--- src/rtl/tr_defuzzy_seq.sv ---
// Multicycle centroid defuzzifier: accumulates one fuzzy set per cycle, then restoring-divides NUM/DEN.
// Optional round-half-up result when TR_DEFUZZY_ROUND_EN is defined (default build truncates).
module tr_defuzzy_seq #(
  parameter int N_SETS = 3,
  parameter int W      = 8,
  parameter int POS_W  = 8
) (
  input  logic                      clk,
  input  logic                      rst,
  input  logic                      start,
  input  logic [N_SETS*W-1:0]       fou_up,
  input  logic [N_SETS*W-1:0]       fou_low,
  input  logic [N_SETS*POS_W-1:0]   pos,
  output logic                      busy,
  output logic                      valid,
  output logic                      div_zero,
  output logic [POS_W-1:0]          saida
);

  localparam int LG_N = $clog2(N_SETS);
  localparam int SW   = W + 1;
  localparam int PW   = W + 1 + POS_W;
  localparam int DW   = W + 1 + LG_N;
  localparam int NW   = W + 1 + POS_W + LG_N;
`ifdef TR_DEFUZZY_ROUND_EN
  localparam int DIV_CYC = POS_W + 1;
`else
  localparam int DIV_CYC = POS_W;
`endif
  localparam int CNT_MAX = (N_SETS > DIV_CYC) ? N_SETS : DIV_CYC;
  localparam int CW      = $clog2(CNT_MAX + 1);

  typedef enum logic [1:0] {IDLE, ACCUM, DIV, DONE} state_t;

  state_t                    state_r;
  logic [N_SETS*W-1:0]       up_r;
  logic [N_SETS*W-1:0]       low_r;
  logic [N_SETS*POS_W-1:0]   pos_r;
  logic [NW-1:0]             num_r;
  logic [DW-1:0]             den_r;
  logic [DW-1:0]             rem_r;
  logic [POS_W-1:0]          lo_r;
  logic [POS_W-1:0]          quo_r;
  logic [CW-1:0]             cnt_r;
  logic                      busy_r;
  logic                      valid_r;
  logic                      div_zero_r;
  logic [POS_W-1:0]          saida_r;

  logic [SW-1:0]             sum_s;
  logic [PW-1:0]             prod_s;
  logic [NW-1:0]             num_nx_s;
  logic [DW-1:0]             den_nx_s;
  logic [DW:0]               trial_s;
  logic                      ge_s;
  logic                      accept_s;
`ifdef TR_DEFUZZY_ROUND_EN
  logic                      rnd_s;
`endif

  // Per-set weight/product for the current set index and one restoring-divide trial step
  always_comb begin
    sum_s    = SW'(up_r[cnt_r*W +: W]) + SW'(low_r[cnt_r*W +: W]);
    prod_s   = PW'(sum_s) * PW'(pos_r[cnt_r*POS_W +: POS_W]);
    num_nx_s = num_r + NW'(prod_s);
    den_nx_s = den_r + DW'(sum_s);
    trial_s  = {rem_r, lo_r[POS_W-1]};
    ge_s     = (trial_s >= {1'b0, den_r});
    accept_s = start && ((state_r == IDLE) || (state_r == DONE));
`ifdef TR_DEFUZZY_ROUND_EN
    rnd_s    = ({rem_r, 1'b0} >= {1'b0, den_r});
`endif
  end

  // Control FSM, datapath registers and registered outputs
  always_ff @(posedge clk or negedge rst) begin
    if (!rst) begin
      state_r    <= IDLE;
      up_r       <= '0;
      low_r      <= '0;
      pos_r      <= '0;
      num_r      <= '0;
      den_r      <= '0;
      rem_r      <= '0;
      lo_r       <= '0;
      quo_r      <= '0;
      cnt_r      <= '0;
      busy_r     <= 1'b0;
      valid_r    <= 1'b0;
      div_zero_r <= 1'b0;
      saida_r    <= '0;
    end else begin
      valid_r <= 1'b0;
      case (state_r)
        IDLE: begin
          state_r <= IDLE;
        end
        ACCUM: begin
          num_r <= num_nx_s;
          den_r <= den_nx_s;
          if (cnt_r == CW'(N_SETS - 1)) begin
            // Partial remainder starts as NUM's upper bits; it is below DEN because the centroid fits POS_W bits
            rem_r   <= num_nx_s[NW-1:POS_W];
            lo_r    <= num_nx_s[POS_W-1:0];
            quo_r   <= '0;
            cnt_r   <= '0;
            state_r <= DIV;
          end else begin
            cnt_r <= cnt_r + CW'(1);
          end
        end
        DIV: begin
          if (cnt_r < CW'(POS_W)) begin
            rem_r <= ge_s ? DW'(trial_s - {1'b0, den_r}) : trial_s[DW-1:0];
            lo_r  <= {lo_r[POS_W-2:0], 1'b0};
            quo_r <= {quo_r[POS_W-2:0], ge_s};
          end else begin
`ifdef TR_DEFUZZY_ROUND_EN
            if (rnd_s && (quo_r != {POS_W{1'b1}})) begin
              quo_r <= quo_r + POS_W'(1);
            end else begin
              quo_r <= quo_r;
            end
`else
            quo_r <= quo_r;
`endif
          end
          if (cnt_r == CW'(DIV_CYC - 1)) begin
            cnt_r   <= '0;
            busy_r  <= 1'b0;
            state_r <= DONE;
          end else begin
            cnt_r <= cnt_r + CW'(1);
          end
        end
        DONE: begin
          valid_r    <= 1'b1;
          div_zero_r <= (den_r == '0);
          saida_r    <= (den_r == '0) ? '0 : quo_r;
          state_r    <= IDLE;
        end
        default: begin
          state_r <= IDLE;
          busy_r  <= 1'b0;
        end
      endcase
      // A new request overrides the DONE->IDLE step so results can stream back-to-back
      if (accept_s) begin
        up_r    <= fou_up;
        low_r   <= fou_low;
        pos_r   <= pos;
        num_r   <= '0;
        den_r   <= '0;
        cnt_r   <= '0;
        busy_r  <= 1'b1;
        state_r <= ACCUM;
      end
    end
  end

  assign busy     = busy_r;
  assign valid    = valid_r;
  assign div_zero = div_zero_r;
  assign saida    = saida_r;

endmodule
--- config.mk ---
export PLATFORM = sky130hd
export DESIGN_NAME = tr_defuzzy_seq
export DESIGN_NICKNAME = d
export VERILOG_FILES = /design/src/rtl/tr_defuzzy_seq.sv
export SDC_FILE = /design/constraint.sdc
export NUM_CORES = 1
export LEC_CHECK = 0
export ABC_CLOCK_PERIOD_IN_PS = 21700
export CAP_MARGIN = 25
export CORE_MARGIN = 2
export CORE_UTILIZATION = 35
export DETAILED_ROUTE_END_ITERATION = 10
export PLACE_DENSITY = 0.55
export SLEW_MARGIN = 15
export SYNTH_ARGS = -nofsm -noshare
export SYNTH_HDL_FRONTEND = slang
export SYNTH_SLANG_ARGS = --single-unit
--- constraint.sdc ---
create_clock -name clk -period 21.7 [get_ports clk]
set_input_delay 4.34 -clock clk [delete_from_list [all_inputs] [get_ports clk]]
set_output_delay 4.34 -clock clk [all_outputs]
set_load 0.005 [all_outputs]
==> results by group, run 1 <==
Status
  – Outcome: complete, no violations

Global route
  – Total Routing Usage GR: 17.9%
  – GRT overflow: 0
  – First-pass GRT wire length: 44.9 mm
  – Initial antenna violation count: 0
  – Vias in the first global route: 8,550
  – Largest net degree at the start of global routing: 89

Clock tree
  – CTS tree: built
  – CTS buffer count: 17
  – Clock insertion delay at the later pin of the skew report: 0.44 ns
  – Post-CTS Setup Bufs: 0
  – H-tree levels: 4
  – PostCTS Resize Cnt: 0
  – CTS Buffer Depth: 2
  – Sink Count: 146
  – CTS Hold Buffers Added: 0
  – Clk slew on worst S/H paths: 0.08 ns
  – Root Buffer: clkbuf_16

Yosys
  – Post-synthesis sequential area ratio: 34.5%
  – Synth Area in XOR/XNOR: 2.80%
  – Synthesized instance count: 1,241
  – Top post-synthesis cells by area: dfrtp_1 34%, fa_1 11%, nand2_1 10%
  – Compound-Gate Fraction of Synth Area: 11.2%
  – Netlist Area Pre-Place: 0.0106 sq mm
  – EDFF count, synth: 0
  – Synth Warn #: 0
  – Post-synthesis mux area share: 4.38%
  – Yosys top cell by area: dfrtp_1
  – Post-synth ARST share: 100%
  – Simple-gate share of the synthesized area: 20.6%
  – Ys flop type: dfrtp_1
  – Yosys reg bits: 146
  – Post-synth top area share: 34.5%
  – Largest family of logic cells by synthesized area: simple AND/OR/NAND/NOR gates
  – Synth Area in Adders: 20.1%
  – Yosys cell types: 69
  – Mean Syn Cell Area: 8.54 sq um
  – Post-Syn Nets: 1,450

Floorplan
  – Ports: 86
  – Core area: 0.0297 sq mm
  – DIE AREA: 0.0317 sq mm
  – FP Rows: 63
  – Initial Utilization: 35.7%
  – Die Wd: 178 um
  – Die Ht: 178 um

Worst setup path
  – Critical setup path kind: flop to flop
  – Critical path required time: 22.02 ns
  – Cell with the most instances on the worst path: fa_1
  – R2r setup slk: 14.07 ns
  – FF-to-FF path depth: 26
  – Worst path slowest cell: fa_1
  – Reg-to-reg critical path endpoint: rem_r[10]$_DFFE_PN0P_
  – Critical Path Source Type: flop
  – Critical Path Max Stage Delay: 0.59 ns
  – Crit path DAT: 7.95 ns
  – Crit. End Element: flop
  – Reg2reg start: cnt_r[1]$_DFFE_PN0P_
  – Highest fanout seen on the critical path: 22

Route
  – Post-Route WL: 27.1 mm
  – Drt pass-1 iters: 5
  – DR iter-0 viols: 430
  – Antenna-violating nets left: 0
  – DRC Markers: 0
  – Drt via density: 4.95
  – DR vias: 8,459
  – Wirelength per Cell: 15.9 um

Layout
  – Area delta synth->final: 17.4%
  – Layout cells sized above 1: 5.16%
  – Fin nets: 1,514
  – Number of antenna diodes: 0

STA
  – Max Slew Vio Count: 0
  – Final setup viols: 0
  – Tightest Pin Transition: 0.991 ns
  – Final Cycle Share: 35.2%
  – Skew final: 0.0148 ns
  – Max_slew headroom: 33.9%
  – Final count of hold timing violations: 0
  – RSZ-0062 raised after global routing: no
  – Setup_tns: 0 ns
  – Min cycle time layout: 7.63 ns
  – Fmax achieved: 131 MHz

Placement
  – IO Port Bufs: 85
  – Gpl congestion: 0.862
  – Hpwl dp: 20.2 mm

Hold path
  – Worst Min Path Start: quo_r[7]$_DFFE_PN0P_
  – Worst hold endpoint: quo_r[7]$_DFFE_PN0P_
  – Hold crit path type: flop to flop
  – Hold Path Depth: 2

Job
  – Total of max-cap violations: 0
==> sequential cells by signal (all words and copies together) (netlist names), 2 cells and up <==
name and flops:
cnt_r 4, den_r 11, lo_r 8, low_r 24, num_r 19, pos_r 24, quo_r 8, rem_r 11
saida 8, state_r 2, up_r 24
==> logic make-up after synthesis <==
family,after synthesis
AOI/OAI and AO/OA,178
xor gates and xnor gates,33
adders and majority gates,134
buffers and inverters,179
DFF,146
muxes,46
and+or+nand+nor,525
==> layer usage <==
metal,vias up,share of wire [%],track usage [%]
li1,4177,-,-
met1,4066,50,25.7
met2,193,45,28.4
met3,23,4.1,2.71
met4,0,1.2,4.41
met5,-,0,0
==> per-stage QoR <==
step / util [%] / instances / hold slack, ns / worst slack [ns] / instance area (sq um)
after floorplan: - / 1241 / 0.440 / 14.74 / 10600
after global placement: 39.8 / 1675 / 0.458 / 14.20 / 11800
after detailed placement: 39.8 / 1675 / 0.461 / 14.10 / 11800
after CTS: 41.8 / 1707 / 0.478 / 14.06 / 12400
after global routing: 41.9 / 1708 / 0.504 / 13.48 / 12400
final: 41.9 / 1708 / 0.474 / 14.07 / 12400
==> layout make-up <==
class	instances	area, sq um
Tap cell	390	488
Timing Repair Buffer	95	940
Inverter	129	484
Sequential cell	146	3650
Fill cell	2939	17300
Clock inverter	15	185
Multi-Input combinational cell	916	6270
Clock buffer	17	425
==> worst max-delay path, delay by kind of cell, from the launching register on <==
family          cells  cell delay (ns)
fa+ha+maj           7             3.11
flops               1             0.56
simple gates        5             0.56
buf+inv             3             0.50
xor+xnor            1             0.52
compound gates      8             1.85
mux                 2             0.40
==> how the worst max path moves through the flow <==
stage / to / startpoint / slack, ns
6_report: rem_r[10]$_DFFE_PN0P_ / cnt_r[1]$_DFFE_PN0P_ / 14.07
5_1_grt: num_r[15]$_DFFE_PN0P_ / cnt_r[1]$_DFFE_PN0P_ / 13.48
4_1_cts: rem_r[9]$_DFFE_PN0P_ / cnt_r[1]$_DFFE_PN0P_ / 14.06
3_5_place_dp: rem_r[9]$_DFFE_PN0P_ / cnt_r[1]$_DFFE_PN0P_ / 14.10
3_3_place_gp: rem_r[9]$_DFFE_PN0P_ / cnt_r[1]$_DFFE_PN0P_ / 14.20
2_1_floorplan: rem_r[8]$_DFFE_PN0P_ / cnt_r[3]$_DFFE_PN0P_ / 14.74
==> cell usage after synthesis (all sizes together), types with 6 or more instances <==
library cell / number
nand2b: 6
fa: 60
clkbuf: 30
or3: 7
buf: 20
xor2: 15
nand3: 18
mux2i: 43
a22o: 9
inv: 128
a31oi: 6
a211oi: 9
a21oi: 60
nor2: 154
xnor2: 18
and3: 10
o21a: 11
a21o: 10
o21ai: 34
dfrtp: 146
nor3: 16
nand2: 283
ha: 74
==> cells in the final DEF (no fill, tap or decap), types with 8 or more instances in the layout <==
cell type / count
a21oi_1: 57
nor3_1: 16
inv_1: 127
clkdlybuf4s50_1: 84
nand2_1: 282
and3_1: 10
o21ai_0: 33
xnor2_1: 18
buf_4: 9
nand3_1: 18
fa_1: 60
a21o_1: 9
a211oi_1: 8
dfrtp_1: 146
a22o_1: 9
xor2_1: 14
ha_1: 73
o21a_1: 11
mux2i_1: 43
nor2_1: 152
clkbuf_16: 17
Power of run 1 is left out: the tool's default activity adds up to more than one toggle a clock period on the data nets, which glitch-free logic cannot reach.
==> run 2, diff against run 1 <==
--- a/config.mk
+++ b/config.mk
@@ -5,7 +5,7 @@
 export SDC_FILE = /design/constraint.sdc
 export NUM_CORES = 1
 export LEC_CHECK = 0
-export ABC_CLOCK_PERIOD_IN_PS = 21700
+export ABC_CLOCK_PERIOD_IN_PS = 7910
 export CAP_MARGIN = 25
 export CORE_MARGIN = 2
 export CORE_UTILIZATION = 35
==> constraint.sdc (replaced) <==
create_clock -name clk -period 7.91 [get_ports clk]
set_input_delay 1.582 -clock clk [delete_from_list [all_inputs] [get_ports clk]]
set_output_delay 1.582 -clock clk [all_outputs]
set_load 0.005 [all_outputs]
==> run 2 against run 1 <==
Largest cell class unchanged. Register-to-register slack got worse by 14 ns. Worst setup slack lost 14 ns. Critical path depth is 2 higher. Hold slack better by 0.00056 ns.
==> results by group, run 2 (same netlist as run 1, synthesis figures left out) <==
Status
  – Outcome: complete, no violations

Worst setup path
  – Critical path required time: 8.22 ns
  – FF-to-FF path depth: 28
  – Critical Path Max Stage Delay: 0.67 ns
  – Crit. End Element: flop
  – R2r setup slk: 0.52 ns
  – Critical Path Source Type: flop
  – Crit path DAT: 7.70 ns
  – Reg-to-reg critical path endpoint: rem_r[10]$_DFFE_PN0P_
  – Critical setup path kind: flop to flop
  – Reg2reg start: cnt_r[1]$_DFFE_PN0P_
  – Highest fanout seen on the critical path: 18
  – Worst path slowest cell: dfrtp_1
  – Cell with the most instances on the worst path: fa_1

Clock tree
  – CTS buffer count: 17
  – CTS Buffer Depth: 2
  – H-tree levels: 4
  – PostCTS Resize Cnt: 0
  – Post-CTS Setup Bufs: 0
  – Sink Count: 146
  – Root Buffer: clkbuf_16
  – CTS Hold Buffers Added: 0
  – CTS tree: built
  – Clock insertion delay at the later pin of the skew report: 0.42 ns
  – Clk slew on worst S/H paths: 0.07 ns

Job
  – Total of max-cap violations: 0

Route
  – DRC Markers: 0
  – Post-Route WL: 27.4 mm
  – Wirelength per Cell: 16.0 um
  – Drt pass-1 iters: 6
  – DR vias: 8,449
  – DR iter-0 viols: 479
  – Drt via density: 4.93
  – Antenna-violating nets left: 0

Layout
  – Area delta synth->final: 17.4%
  – Layout cells sized above 1: 5.52%
  – Fin nets: 1,519
  – Biggest regs: low_r x24, pos_r x24, up_r x24
  – Commonest non-fill, non-tap cell in the layout: nand2_1
  – Number of antenna diodes: 0
  – Filler instances: 2,975
  – Most frequent cells in the layout: 282 x nand2_1, 152 x nor2_1, 146 x dfrtp_1

Floorplan
  – Ports: 86
  – Initial Utilization: 35.7%
  – DIE AREA: 0.0317 sq mm
  – Die Ht: 178 um
  – Die Wd: 178 um
  – Core area: 0.0297 sq mm
  – FP Rows: 63

Global route
  – First-pass GRT wire length: 45.2 mm
  – Total Routing Usage GR: 18.1%
  – Initial antenna violation count: 0
  – GRT overflow: 0
  – Largest net degree at the start of global routing: 87
  – Vias in the first global route: 8,598

STA
  – Final setup viols: 0
  – Setup_tns: 0 ns
  – Final Cycle Share: 93.4%
  – Tightest Pin Transition: 0.893 ns
  – Skew final: 0.0100 ns
  – Fmax achieved: 135 MHz
  – Max_slew headroom: 40.2%
  – Min cycle time layout: 7.39 ns
  – Final count of hold timing violations: 0
  – Max Slew Vio Count: 0
  – RSZ-0062 raised after global routing: no

Placement
  – Hpwl dp: 20.7 mm
  – IO Port Bufs: 85
  – Gpl congestion: 0.838

Hold path
  – Worst Min Path Start: up_r[10]$_DFFE_PN0P_
  – Hold crit path type: flop to flop
  – Hold Path Depth: 2
  – Worst hold endpoint: up_r[10]$_DFFE_PN0P_
-- run 2: changes by cell type in the layout (fill, tap and decap cells not counted), moves of 2 or more --
cell | before | now
buf_4 | 9 | 13
clkinv_2 | 0 | 3
clkinv_8 | 3 | 0
inv_6 | 4 | 6
inv_8 | 5 | 3
-- run 2: worst max path at each step --
| stage | startpoint | to | slack (ns) | cells past startpoint |
|---|---|---|---|---|
| floorplan | cnt_r[3]$_DFFE_PN0P_ | rem_r[8]$_DFFE_PN0P_ | 0.95 | 28 |
| global placement | cnt_r[1]$_DFFE_PN0P_ | num_r[15]$_DFFE_PN0P_ | 0.58 | 28 |
| detailed placement | cnt_r[1]$_DFFE_PN0P_ | num_r[15]$_DFFE_PN0P_ | 0.49 | 28 |
| CTS | cnt_r[1]$_DFFE_PN0P_ | num_r[15]$_DFFE_PN0P_ | 0.48 | 28 |
| global route | cnt_r[1]$_DFFE_PN0P_ | num_r[15]$_DFFE_PN0P_ | 0.10 | 28 |
| finish | cnt_r[1]$_DFFE_PN0P_ | rem_r[10]$_DFFE_PN0P_ | 0.52 | 28 |
-- run 2: area by class of cell --
type,count,area [sq um],area share (%)
Timing Repair Buffer,100,990,7.95
Clock buffer,18,439,3.53
Tap cell,390,488,3.92
Multi-Input combinational cell,916,6270,50.4
Sequential cell,146,3650,29.4
Inverter,129,484,3.89
Clock inverter,14,118,0.945
-- run 2: metal layers --
layer | up-vias | global-route usage [%] | part of all wire (%)
met4 | 0 | 4.06 | 1.3
met1 | 4096 | 25.9 | 49
li1 | 4183 | - | -
met3 | 17 | 2.58 | 3.5
met2 | 153 | 28.9 | 46
met5 | - | 0 | 0
-- run 2: through the flow --
step	setup slack (ns)	std cells	utilization, %	hold slack, ns	instance area (sq um)
finish	0.518	1713	41.9	0.474	12400
global route	0.103	1713	41.9	0.495	12400
CTS	0.479	1712	41.8	0.479	12400
detailed placement	0.488	1680	39.9	0.462	11900
global placement	0.583	1679	39.9	0.458	11800
floorplan	0.954	1241	-	0.440	10600
-- run 2: worst max-delay path, delay by kind of cell, from the launching register on --
family / cells / cell delay (ns)
adder cells (fa/ha/maj): 7 / 2.84
AO/OA/AOI/OAI: 9 / 1.59
AND/OR/NAND/NOR: 5 / 0.91
flip-flops: 1 / 0.67
buffers and inverters: 5 / 0.59
XOR/XNOR: 1 / 0.50
multiplexers: 1 / 0.17
Power of run 2 is left out for the same reason.
==> RTL change: new RTL, settings of run 2 <==
Encoding of `state_t`: now one-hot (4 bits for 4 states).
--- a/src/rtl/tr_defuzzy_seq.sv
+++ b/src/rtl/tr_defuzzy_seq.sv
@@ -32,3 +32,3 @@
 
-  typedef enum logic [1:0] {IDLE, ACCUM, DIV, DONE} state_t;
+  typedef enum logic [3:0] {IDLE = 4'b0001, ACCUM = 4'b0010, DIV = 4'b0100, DONE = 4'b1000} state_t;
 
Check against the original RTL: no difference found for any inputs over 10 cycles, from zero or initial values and one cycle with rst low; not proved beyond that.
==> RTL change against run 2 <==
Sequential share of layout area grew 0.57 points; sequential cell count grew 2; clock skew is 0.0052 ns higher; routed wire length decreased by 4.7%; final area is 0.52% lower; via count fell by 0.99%; non-clock buffer count rose by 3; critical path depth rose by 1; area after synthesis is 1.3% lower; setup slack improved by 0.22 ns; critical path type unchanged; largest cell class unchanged; highest routed layer unchanged.
Power is left out: it rests on default switching activity, and per cell area and clock period it moved more than threefold.
==> RTL change: results (changes against run 2) <==
tightest_slew_ns: 0.852  # -0.0409 ns
gp_congestion: 0.802  # -4.3%
clk_pin_slew_ns: 0.07  # about the same
h-tree-depth: 4  # unchanged
r2r_slack_ns: 0.74  # +0.22 ns
synth_cell_type_count: 56  # -19%
worstPathArrival_ns: 7.48  # -0.22 ns
reg_top3: "low_r x24, pos_r x24, up_r x24"
crit_end: "rem_r[10]"
dpl.hpwl_mm: 19.4  # -6.2%
hp-class: "reg2reg"
worst-path-max-fanout: 11  # -7
synthTopCellsByCount: "nand2_1 (289), dfrtp_1 (147), inv_1 (126), nor2_1 (126), ha_1 (71)"
critPathSlowestCell: "xor2_1"
clock_path_buffers: 2  # unchanged
grt_pass1_vias: 8505  # -1.1%
clock_latency_ns: 0.43
fillCellCount: 3027  # +1.7%
drive_gt1_share_pct: 5.41  # -0.11 points
grt_pass1_wl_mm: 43.7  # -3.2%
yosysSeqAreaShare_pct: 35.4  # +0.93 points
port_buffers: 85  # unchanged
synth_area_leaders: "dfrtp_1 (35%), fa_1 (11%), nand2_1 (10%), ha_1 (8.5%), inv_1 (4.5%)"
diodes: 0  # unchanged
cts_root_buf: "clkbuf_16"
num-nets-final: 1506  # -0.86%
fin_worst_skew_ns: 0.0152  # +0.00520 ns
outcome: "completed"
synth-async-reset-ratio_pct: 100  # unchanged
cts_inserted_buffers: 17  # unchanged
dr.pass1.iters: 5  # -1
antenna_found_initial: 0  # unchanged
drt_iter0_drc: 437  # -8.8%
cts_setup_buffers: 0  # unchanged
wl_per_cell_um: 15.3  # -4.2%
cts_resized: 0  # unchanged
syn-num-nets: 1436  # -0.97%
reg2reg_depth: 29  # +3.6%
crit_start: "cnt_r[1]"
grt_usage_pct: 17.4  # -0.61 points
cp_slowest_stage_delay_ns: 0.53  # -0.14 ns
yosys_warnings: 0  # unchanged
path_class: "reg2reg"
viasPerCell: 4.91  # -0.41%
grt_max_degree: 98  # +13%
-- RTL change: cell types whose count changed after synthesis, moves of 5 or more --
cell      change
and3_1        -9
nor2_1       -26
o21ai_0      +19
buf_1         -5
nand2b_1     +12
clkbuf_1      +7
o31ai_1       +5
nand3_1      +25
mux2i_1      -15
a21oi_1       -5
nand2_1       +6
o221ai_1      +6
xor2_1        +7
-- RTL change: worst min-delay path by stage --
stage          startpoint   endpoint  slack (ns)  depth (start not counted)
2_1_floorplan    low_r[0]   low_r[0]        0.44                          2
3_3_place_gp    pos_r[22]  pos_r[22]        0.46                          2
3_5_place_dp     pos_r[1]   pos_r[1]        0.46                          2
4_1_cts          up_r[18]   up_r[18]        0.48                          2
5_1_grt          up_r[21]   up_r[21]        0.49                          2
6_report        pos_r[22]  pos_r[22]        0.47                          2
-- RTL change: through the flow --
step                utilization, %  setup slack, ns  hold WS [ns]  area (µm²)  instances
global placement              39.7            0.947         0.457       11700       1668
global route                  41.9            0.153         0.493       12400       1703
detailed placement            39.7            0.765         0.462       11700       1669
CTS                           41.7            0.750         0.480       12300       1701
floorplan                        -            0.875         0.445       10500       1230
finish                        41.9            0.738         0.474       12400       1703
-- RTL change: layout make-up --
type / count / area (µm²) / area share (%)
tap: 390 / 488 / 3.94
clock buffer: 17 / 425 / 3.44
inverter: 126 / 473 / 3.82
timing repair buffer: 103 / 1030 / 8.30
sequential: 148 / 3700 / 29.9
multi-input combinational: 904 / 6100 / 49.3
clock inverter: 15 / 161 / 1.30
-- RTL change: cell families after synthesis --
kind of cell               after synthesis  share of synthesized area [%]
and+or+nand+nor                        519                           20.6
AOI/OAI and AO/OA                      185                           11.3
buffers and inverters                  178                           6.49
DFF                                    148                           35.4
adders and majority gates              131                           20.0
xor gates and xnor gates                37                           3.17
muxes                                   32                           3.11
-- RTL change: worst max-delay path: cells and delay by family, from the launching register on --
family	cells	cell delay, ns
flip-flops	1	0.37
XOR/XNOR	3	0.92
AND/OR/NAND/NOR	3	0.23
multiplexers	1	0.23
AO/OA/AOI/OAI	10	1.84
adder cells (fa/ha/maj)	7	2.86
buffers and inverters	5	0.61
-- RTL change: routing by layer --
metal,global-route usage [%],share of wire (%),vias to the layer above
li1,-,-,4149
met1,25.0,50,4042
met2,28.1,46,154
met3,2.28,3.2,20
met4,3.72,0.97,0
met5,0,0,-
